<file path="src/rtl/amo_reservation_tracker.sv">
// amo_reservation_tracker: LR/SC reservation on one aligned granule with registered SC verdict.
// Optional expiry counter enabled by defining AMO_LR_TIMEOUT_EN.
module amo_reservation_tracker #(
    parameter int unsigned LR_WAIT           = 32,
    parameter int unsigned RESERVATION_WORDS = 8
) (
    input  logic                                     clk,
    input  logic                                     rst_n,
    input  logic                                     lr_valid,
    input  logic [31:0]                              lr_addr,
    input  logic                                     sc_valid,
    input  logic [31:0]                              sc_addr,
    input  logic                                     snoop_valid,
    input  logic [31:0]                              snoop_addr,
    input  logic                                     flush,
    output logic                                     sc_done,
    output logic                                     sc_success,
    output logic                                     reservation_valid,
    output logic [29-$clog2(RESERVATION_WORDS):0]    reservation_granule
);
    localparam int unsigned G = $clog2(RESERVATION_WORDS);

    typedef enum logic {IDLE, RESERVED} state_t;
    state_t state;

    logic sc_match, snoop_match, cnt_live, sc_pass, unused_bits;

    assign sc_match          = sc_addr[31:2+G] == reservation_granule;
    assign snoop_match       = snoop_valid && snoop_addr[31:2+G] == reservation_granule;
    assign sc_pass           = state == RESERVED && sc_match && !flush && !snoop_match && cnt_live;
    assign reservation_valid = state == RESERVED;

`ifdef AMO_LR_TIMEOUT_EN
    localparam int unsigned CW = $clog2(LR_WAIT + 1);
    logic [CW-1:0] cnt;
    assign cnt_live    = cnt != '0;
    assign unused_bits = ^{lr_addr[1+G:0], sc_addr[1+G:0], snoop_addr[1+G:0]};
    always_ff @(posedge clk or negedge rst_n) begin
        if (!rst_n)
            cnt <= '0;
        else if (lr_valid && !flush && !sc_valid)
            cnt <= CW'(LR_WAIT);
        else if (state == RESERVED && cnt != '0)
            cnt <= cnt - CW'(1);
    end
`else
    assign cnt_live    = 1'b1;
    assign unused_bits = ^{lr_addr[1+G:0], sc_addr[1+G:0], snoop_addr[1+G:0], LR_WAIT[0]};
`endif

    always_ff @(posedge clk or negedge rst_n) begin
        if (!rst_n) begin
            state               <= IDLE;
            reservation_granule <= '0;
            sc_done             <= 1'b0;
            sc_success          <= 1'b0;
        end else begin
            sc_done    <= sc_valid;
            sc_success <= sc_valid && sc_pass;
            if (flush || sc_valid)
                state <= IDLE;
            else if (lr_valid) begin
                state               <= RESERVED;
                reservation_granule <= lr_addr[31:2+G];
            end else if (state == RESERVED && (snoop_match || !cnt_live))
                state <= IDLE;
        end
    end

    // LR and SC share one issue slot in the LSU
    assert property (@(posedge clk) disable iff (!rst_n) !(lr_valid && sc_valid));
endmodule

</file>
<file path="config.mk">
export PLATFORM = sky130hd
export DESIGN_NAME = amo_reservation_tracker
export DESIGN_NICKNAME = d
export VERILOG_FILES = /design/src/rtl/amo_reservation_tracker.sv
export SDC_FILE = /design/constraint.sdc
export NUM_CORES = 1
export LEC_CHECK = 0
export ABC_CLOCK_PERIOD_IN_PS = 1550
export BUFFER_PORTS_ARGS = -buffer_cell sky130_fd_sc_hd__buf_4
export CORE_MARGIN = 2
export CORE_UTILIZATION = 36
export DETAILED_ROUTE_END_ITERATION = 10
export GPL_TIMING_DRIVEN = 0
export PLACE_DENSITY = 0.87
export SYNTH_ARGS = -nofsm -noshare
export SYNTH_HDL_FRONTEND = slang
export SYNTH_SLANG_ARGS = --single-unit
</file>
<file path="constraint.sdc">
create_clock -name clk -period 1.55 [get_ports clk]
set_clock_uncertainty 0.2 [all_clocks]
set_input_delay 0.2325 -clock clk [delete_from_list [all_inputs] [get_ports clk]]
set_output_delay 0.2325 -clock clk [all_outputs]
set_load 0.01 [all_outputs]
</file>
==> results of run 1 <==
-- report_power, final --
group          switching, mW  internal, mW
clock                  0.301         0.448
sequential             0.187         0.923
combinational          0.519         0.796
-- cell families (layout without fill, tap and decap cells) --
kind of cell | count (synthesis) | in the layout | synth area share
AO/OA/AOI/OAI | 3 | 3 | 0.01289
multiplexers | 27 | 27 | 0.1741
flip-flops | 30 | 30 | 0.4298
AND/OR/NAND/NOR | 29 | 29 | 0.1024
XOR/XNOR | 54 | 54 | 0.2708
buffers and inverters | 4 | 167 | 0.01002
-- placed cells by master, fill, tap and decap left out, types with 3 or more instances in the layout --
master and count:
buf_4 128, dlygate4sd3_1 29, xnor2_1 27, mux2_2 27
dfrtp_1 27, nand4_1 18, xnor2_2 14, xor2_1 12
clkbuf_8 8, nor4_2 4, dfrtp_2 3
-- worst register-to-register path, cell delays in order (launching register included) --
cell and delay, ns:
dfrtp_1 0.46, xnor2_1 0.17, nand4_1 0.12, or4_4 0.51, a2111oi_4 0.19
-- state kept, by name, summed over array words and instances (netlist names) --
signal and cells:
reservation_granule 27, reservation_valid 1, sc_done 1, sc_success 1
-- area by class of cell --
cell class	count	area [µm²]
timing repair buffer	155	1236
sequential	30	754.5
multi-input combinational	113	1164
inverter	1	3.754
clock buffer	8	110.1
fill	364	1336
tap	54	67.56
buffer	3	20.02
-- repair_timing --
| action | CTS | global route |
|---|---|---|
| cloned | 0 | 0 |
| resized for setup | 21 | 8 |
| setup buffers | 8 | 2 |
| endpoints found under the setup margin | 21 | 2 |
| hold buffers | 29 | 0 |
| hold endpoints to repair | 59 | 0 |
| pin swaps | 13 | 3 |
-- layer usage --
| metal | track usage | vias to the layer above | share of wire |
|---|---|---|---|
| met5 | 0 | - | 0 |
| met2 | 0.4147 | 76 | 0.54 |
| li1 | - | 857 | - |
| met1 | 0.2526 | 854 | 0.37 |
| met4 | 0.09697 | 0 | 0.020 |
| met3 | 0.06036 | 14 | 0.063 |
-- per-stage QoR --
stage | setup TNS [ns] | worst slack (ns) | cell area (µm²)
6_report | -0.2213 | -0.1884 | 3356
5_1_grt | -0.3470 | -0.2588 | 3356
4_1_cts | -0.1952 | -0.1950 | 3299
3_5_place_dp | -7.051 | -0.3808 | 2693
3_3_place_gp | -5.873 | -0.2949 | 2693
2_1_floorplan | -0.1424 | -0.1424 | 1754
-- worst max-delay path by stage --
| stage | from | endpoint | slack [ns] | cells after the start |
|---|---|---|---|---|
| 3_5_place_dp | sc_valid | reservation_granule[18] | -0.38 | 4 |
| 5_1_grt | reservation_granule[16] | sc_success | -0.26 | 4 |
| 3_3_place_gp | flush | reservation_granule[24] | -0.29 | 4 |
| 6_report | reservation_granule[26] | sc_success | -0.19 | 4 |
| 2_1_floorplan | reservation_granule[6] | sc_success | -0.14 | 4 |
| 4_1_cts | reservation_granule[6] | sc_success | -0.19 | 4 |
==> results.md, run 1 <==
* Status: finished with violations
* Failing checks: negative setup slack
* Hold Fails Final Rpt at 0
* CTS tree: done
* Reg clk slew, reported paths at 0.06 ns
* Synth top area cells: dfrtp_1 (43%), xnor2_1 (21%), mux2_2 (17%)
* Worst hold margin at between 0.05 and 0.06 ns
* R2r startpoint: reservation_granule[26]
* Initial Utilization at 0.3723
* Tightest Pin Transition at 0.4001 ns
* Synth Instances at 147
* Crit-path cells: xnor2_1, nand4_1, or4_4, a2111oi_4
* R2r endpoint: sc_success
* Synth area leader: dfrtp_1
* Number of synthesized register bits at 30
* Maximum vdd drop at 0.0006148 V
* Die width at 73.66 µm
* Max stage delay cell, worst path: or4_4
* Io pins at 132
* CP Capture Type: flip-flop
* Async SR Flop Fraction at 1.000
* Setup WS post-layout at -0.1884 ns
* Synthesis-to-finish area growth at 92.12%
* Mapped Area at 1747 µm²
* Buffers on Ports at 116
* Vias per cell at 4.948
* Worst skew pair latency at slightly below 0.3 ns
* Vias at about 1800
* Max cap viols at 0
* Synth cell count leaders: xnor2_1 (42), dfrtp_1 (30), mux2_2 (27)
* Pwr Density at 945.5 nW/µm²
* Syn Area/Cell at 11.88 µm²
* Util after Layout at 0.7152
* Placer Congestion at about 0.84
* DIE AREA at 5425 µm²
* Critical Path AT at 1.73 ns
* Crit path buf inv count at 0
* Seq/Total Area, Yosys at 0.4298
* Drt first-iter violations at 42
* Tot GR Track Use at 0.2300
* Top-area cell type share of the netlist area at 0.4298
* Grt ovf at 0
* N_diodes at 0
* Core area at approximately 4700 µm²
* Largest net degree at the start of global routing at 31
* Yosys warning count at 0
* Hold path cells at 4
* Initial antenna violation count at 0
* Clock sink count at 30
* Synth Flop Type: dfrtp_1
* Inserted Clock Buffers at 5
* Critical path required time at 1.54 ns
* Die Y at 73.66 µm
* Hold Crit Class: in2reg
* Post-synth EDFFs at 0
* Tmin final at 1.738 ns
* Mapped Nets at between 200 and 250
* Nature of the critical path startpoint: flip-flop
* Drt pass-1 iters at 4
* First-pass GRT wire length at around 9000 µm
* Wire per inst at between 15 and 20 µm
* Clk root buf: clkbuf_8
* Row count at 25
* Reg2Reg Setup Slack at -0.19 ns
* Final cycle utilization of the critical path at 1.122
* Worst r2r path cells at 4
* Post-route DRC at 0
* Post-route insts no fill at 364
* Clk buf depth at 2
* Hold Path Sink: sc_success
* Vias in the first global route at 1901
* Antenna Nets Post-Route at 0
* Leakage at 1.518 nW
* Slew margin rel. at 0.7333
* Crit-path leading delay family: simple AND/OR/NAND/NOR gates
* Setup repair after global routing missed its margin: true
* Slew Viols, Final at 0
* Layout Nets at 411
* Max Clk Rate at 575.3 MHz
* Proportion of layout cells with a drive suffix above 1 at 0.6097
* Delay of the slowest critical-path stage at 0.51 ns
* H-tree Lvls at 2
* Detailed Place HPWL at 4288 µm
* Post-Route WL at 5991 µm
* Final Setup Violations at 2
* Dpl cells at 317
* Design Power at around 3.2 mW
* Worst Setup Path Type: reg2reg
* CP max FO at 4
* Netlist cell types at 17
* Worst Hold Launch: flush
* Most frequent cell after synthesis: xnor2_1
No activity file was read; power rests on OpenSTA's default activity.
==> run 2: changes to the inputs <==
--- a/config.mk
+++ b/config.mk
@@ -11,7 +11,7 @@
 export CORE_UTILIZATION = 36
 export DETAILED_ROUTE_END_ITERATION = 10
 export GPL_TIMING_DRIVEN = 0
-export PLACE_DENSITY = 0.87
+export PLACE_DENSITY = 0.88
 export SYNTH_ARGS = -nofsm -noshare
 export SYNTH_HDL_FRONTEND = slang
 export SYNTH_SLANG_ARGS = --single-unit
==> constraint.sdc (replaced) <==
create_clock -name clk -period 1.55 [get_ports clk]
set_clock_uncertainty 0.2 [all_clocks]
set_input_delay 0 -clock clk [delete_from_list [all_inputs] [get_ports clk]]
set_output_delay 0 -clock clk [all_outputs]
set_load 0.01 [all_outputs]
==> results.md, run 2 (synthesis results as in run 1) <==
* CP Capture Type: flip-flop
* Hold Path Sink: sc_success
* Hold Crit Class: in2reg
* Final instance area at 3249 µm²
* Placer Congestion at 0.8572
* Reg clk slew, reported paths at 0.06 ns
* CTS tree: done
* Setup TNS at -0.2620 ns
* Placement Cell Area at roughly 2700 µm²
* Slew margin rel. at 0.5306
* Proportion of layout cells with a drive suffix above 1 at 0.5645
* DIE AREA at 5425 µm²
* Hold Fails Final Rpt at 21
* Critical Path AT at between 1.5 and 2 ns
* H-tree Lvls at 2
* Post-route DRC at 0
* R2r startpoint: reservation_granule[1]
* Tightest Pin Transition at 0.7041 ns
* Hold buffer count at CTS at 31
* N_diodes at 0
* Clock sink count at 30
* Antenna Nets Post-Route at 0
* Layout Nets at a little over 400
* Maximum vdd drop at roughly 0.00047 V
* Reg2Reg Setup Slack at -0.21 ns
* Final cycle utilization of the critical path at 1.133
* Setup repair after global routing missed its margin: true
* Vias per cell at 5.055
* Detailed Place HPWL at between 4000 and 5000 µm
* # fillers at roughly 380
* Leakage at 1.446 nW
* R2r endpoint: sc_success
* Critical path required time at 1.49 ns
* First-pass GRT wire length at 8928 µm
* Worst Hold Launch: sc_addr[18]
* Failing checks: negative hold slack, negative setup slack
* Drt pass-1 iters at 4
* Commonest non-fill, non-tap cell in the layout: buf_4
* Vias at 1840
* Final Setup Violations at 2
* CP max FO at 3
* Initial Utilization at 0.3723
* Design Power at between 2 and 3 mW
* Pwr Density at 920.9 nW/µm²
* Worst Setup Path Type: reg2reg
* Number of flip-flops in the largest register at 27
* Grt ovf at 0
* Max cap viols at 0
* Core area at 4692 µm²
* Nature of the critical path startpoint: flip-flop
* Inserted Clock Buffers at 5
* Initial antenna violation count at 0
* Io pins at between 100 and 150
* Worst r2r path cells at 5
* Register bank with the most flops: reservation_granule
* Tot GR Track Use at 0.2284
* Clk root buf: clkbuf_8
* Post-Route WL at roughly 6100 µm
* Status: finished with violations
* Tmin final at 1.756 ns
* Hold path cells at 5
* Setup WS post-layout at -0.2059 ns
* Die width at 73.66 µm
* Synthesis-to-finish area growth at 86.03%
* Worst hold margin at -0.05760 ns
* Critical Path Source: reservation_granule[1]
* Buffers on Ports at 116
* Row count at 25
* Commonest non-fill, non-tap cells in the layout: buf_4 (124), xnor2_1 (37), dlygate4sd3_1 (31), mux2_2 (27), dfrtp_1 (27)
* Wire per inst at 16.70 µm
* Worst skew pair latency at 0.28 ns
* Max Clk Rate at approximately 570 MHz
* Die Y at 73.66 µm
* Slew Viols, Final at 0
* Drt first-iter violations at 61
* Largest net degree at the start of global routing at 31
* Vias in the first global route at approximately 1900
* Clk buf depth at 2
run 2: layer usage:
metal / track usage / wire length, µm / vias to the layer above
met5: 0 / 0 / -
met1: 0.2435 / 2250 / 885
li1: - / - / 850
met2: 0.4157 / 3237 / 86
met4: 0.09091 / 163 / 0
met3: 0.06996 / 426 / 19
run 2: cell type report:
cell class / count / area [µm²] / share of cell area
timing repair buffer: 155 / 1241 / 0.3820
multi-input combinational: 113 / 1077 / 0.3315
sequential: 30 / 754.5 / 0.2322
clock buffer: 7 / 86.33 / 0.02657
tap: 54 / 67.56 / 0.02079
buffer: 3 / 13.76 / 0.004236
clock inverter: 1 / 5.005 / 0.001540
inverter: 1 / 3.754 / 0.001155
run 2: per-stage QoR:
stage                     hold slack [ns]    util  instances  worst slack, ns
after global placement            -0.2463  0.5733        317          -0.2785
final                            -0.05760  0.6925        364          -0.2059
after CTS                        -0.07084  0.6861        364          -0.1774
after global routing             -0.07091  0.6925        364          -0.2565
after detailed placement          -0.2394  0.5733        317          -0.2928
after floorplan                   -0.4956       -        147          -0.1424
run 2: worst max path at each step:
stage | to | slack [ns]
after floorplan | sc_success | -0.14
after global placement | sc_success | -0.28
after detailed placement | sc_success | -0.29
after CTS | sc_success | -0.18
after global routing | sc_success | -0.26
final | sc_success | -0.21
run 2: what timing repair did:
item                       4_1_cts  5_1_grt
setup endpoints to repair        2        2
gates resized for setup         11        5
hold endpoints to repair        60        1
setup buffers                    8        0
pin swaps                        9        3
run 2: critical path, stage by stage (launching register included):
cell and delay (ns):
dfrtp_1 0.41, buf_4 0.16, xnor2_2 0.20, nand4_1 0.18, nor4_4 0.36, a2111oi_4 0.11
run 2: report_power, final:
part	switching, mW	internal, mW
sequential	0.178	0.923
clock	0.288	0.357
combinational	0.504	0.742
==> run 3: changes to the inputs <==
--- a/config.mk
+++ b/config.mk
@@ -7,7 +7,6 @@
 export LEC_CHECK = 0
 export ABC_CLOCK_PERIOD_IN_PS = 1550
 export BUFFER_PORTS_ARGS = -buffer_cell sky130_fd_sc_hd__buf_4
-export CORE_MARGIN = 2
 export CORE_UTILIZATION = 36
 export DETAILED_ROUTE_END_ITERATION = 10
 export GPL_TIMING_DRIVEN = 0
==> results.md, run 3 (synthesis results as in run 1) <==
* Failing checks: negative hold slack, negative setup slack
* Util after Layout at 0.7358
* Buffers on Ports at 116
* First-pass GRT wire length at 9528 µm
* Tot GR Track Use at 0.2471
* Initial Utilization at 0.3878
* Antenna Nets Post-Route at 0
* Gate power share at 0.452
* Slew Viols, Final at 0
* Die Y at 71.66 µm
* Commonest non-fill, non-tap cell in the layout: buf_4
* Post-Route WL at roughly 6200 µm
* Maximum vdd drop at 0.0006017 V
* Hold Crit Class: in2reg
* Max Clk Rate at 555.4 MHz
* Largest net degree at the start of global routing at 31
* Inserted Clock Buffers at 5
* Critical Path AT at 1.76 ns
* Post-route DRC at 0
* DIE AREA at 5134 µm²
* Vias in the first global route at 1988
* R2r endpoint: sc_success
* Setup TNS at -0.2987 ns
* Vias at 1856
* Grt ovf at 0
* Clk root buf: clkbuf_8
* Worst r2r path cells at 4
* Commonest non-fill, non-tap cells in the layout: buf_4 (127), xnor2_1 (30), dlygate4sd3_1 (30), dfrtp_1 (29), mux2_2 (27)
* Delay of the slowest critical-path stage at 0.55 ns
* Proportion of layout cells with a drive suffix above 1 at 0.5788
* Post-route insts no fill at around 360
* Switching share of power at 0.3278
* Max cap viols at 0
* Pwr Density at 918.2 nW/µm²
* CP max FO at 2
* Tmin final at 1.800 ns
* Worst Setup Path Type: reg2reg
* Clock network fraction of total power at 0.192
* Critical path required time at 1.51 ns
* Design Power at approximately 3.0 mW
* Leakage at 1.479 nW
* Worst hold margin at -0.07389 ns
* Crit path capture: sc_success
* Layout Nets at 413
* H-tree Lvls at 2
* Slew margin rel. at 0.5684
* Final Setup Violations at 2
* Worst skew pair latency at 0.27 ns
* Core area at 4504 µm²
* Flop pwr share at 0.356
* CP Capture Type: flip-flop
* Dpl cells at about 320
* Setup repair after global routing missed its margin: true
* Placer Congestion at ~0.84
* Final cycle utilization of the critical path at 1.162
* CTS tree: done
* Setup WS pre-CTS at -0.2736 ns
* Setup WS post-layout at -0.2505 ns
* Number of flip-flops in the largest register at 27
* Row count at 24
* Internal Dissipation at between 2 and 2.5 mW
* Register bank with the most flops: reservation_granule
* Final instance area at 3314 µm²
* Io pins at 132
* Reg clk slew, reported paths at 0.06 ns
* Drt pass-1 iters at 4
* Hold Fails Final Rpt at 1
* Die width at 71.66 µm
* Placement Cell Area at 2688 µm²
* N_diodes at 0
* Initial antenna violation count at 0
* Wire per inst at 17.09 µm
* Reg2Reg Setup Slack at -0.25 ns
* Critical Path Source: reservation_granule[6]
* Vias per cell at 5.113
* Max stage delay cell, worst path: or4_1
* Tightest Pin Transition at 0.6474 ns
* Clk buf depth at 2
* Drt first-iter violations at 61
* Nature of the critical path startpoint: flip-flop
* Clock sink count at 30
* Detailed Place HPWL at 4253 µm
* Status: finished with violations
* R2r startpoint: reservation_granule[6]
* Crit-path cells: xnor2_1, nand4_1, or4_1, a2111oi_2
* Psw at 0.9975 mW
* Synthesis-to-finish area growth at 89.76%
## run 3: final cells by class
cell class / count / area (µm²)
tap: 52 / 65.06
sequential: 30 / 752.0
inverter: 1 / 3.754
fill: 322 / 1190
timing repair buffer: 157 / 1254
multi-input combinational: 113 / 1150
clock buffer: 7 / 76.32
buffer: 3 / 13.76
## run 3: repair_timing
action | 4_1_cts | 5_1_grt
setup endpoints to repair | 2 | 2
gates cloned | 0 | 0
setup buffers | 11 | 0
pin swaps | 16 | 2
hold endpoints to repair | 60 | 3
hold buffers | 29 | 1
gates resized for setup | 19 | 3
## run 3: how the worst min path moves through the flow
stage	start	end	slack, ns	cells after the start
2_1_floorplan	rst_n	reservation_granule[0]	-0.50	0
3_3_place_gp	rst_n	reservation_granule[11]	-0.24	1
3_5_place_dp	rst_n	reservation_granule[1]	-0.24	1
4_1_cts	sc_valid	sc_done	-0.34	1
5_1_grt	sc_addr[29]	sc_success	-0.06	5
6_report	sc_addr[29]	sc_success	-0.07	5
## run 3: routing by layer
layer	vias to the layer above	wire length, µm	GRT usage
met5	-	0	0
met4	0	130	0.07625
met3	19	402	0.06610
met2	90	3420	0.4686
met1	892	2250	0.2652
li1	855	-	-
## run 3: worst max-delay path: cells and delay by family, from the launching register on
kind	cells	cell delay, ns
xor gates and xnor gates	1	0.16
DFF	1	0.41
AOI/OAI and AO/OA	1	0.23
and+or+nand+nor	2	0.69
## run 3: power by group through the flow
stage / clock [mW] / sequential (mW) / combinational (mW)
2_1_floorplan: 0 / 1.16 / 0.462
6_report: 0.584 / 1.08 / 1.38
5_1_grt: 0.628 / 1.11 / 1.47
3_5_place_dp: 0 / 1.13 / 1.03
4_1_cts: 0.603 / 1.08 / 1.35
3_3_place_gp: 0 / 1.12 / 1.01
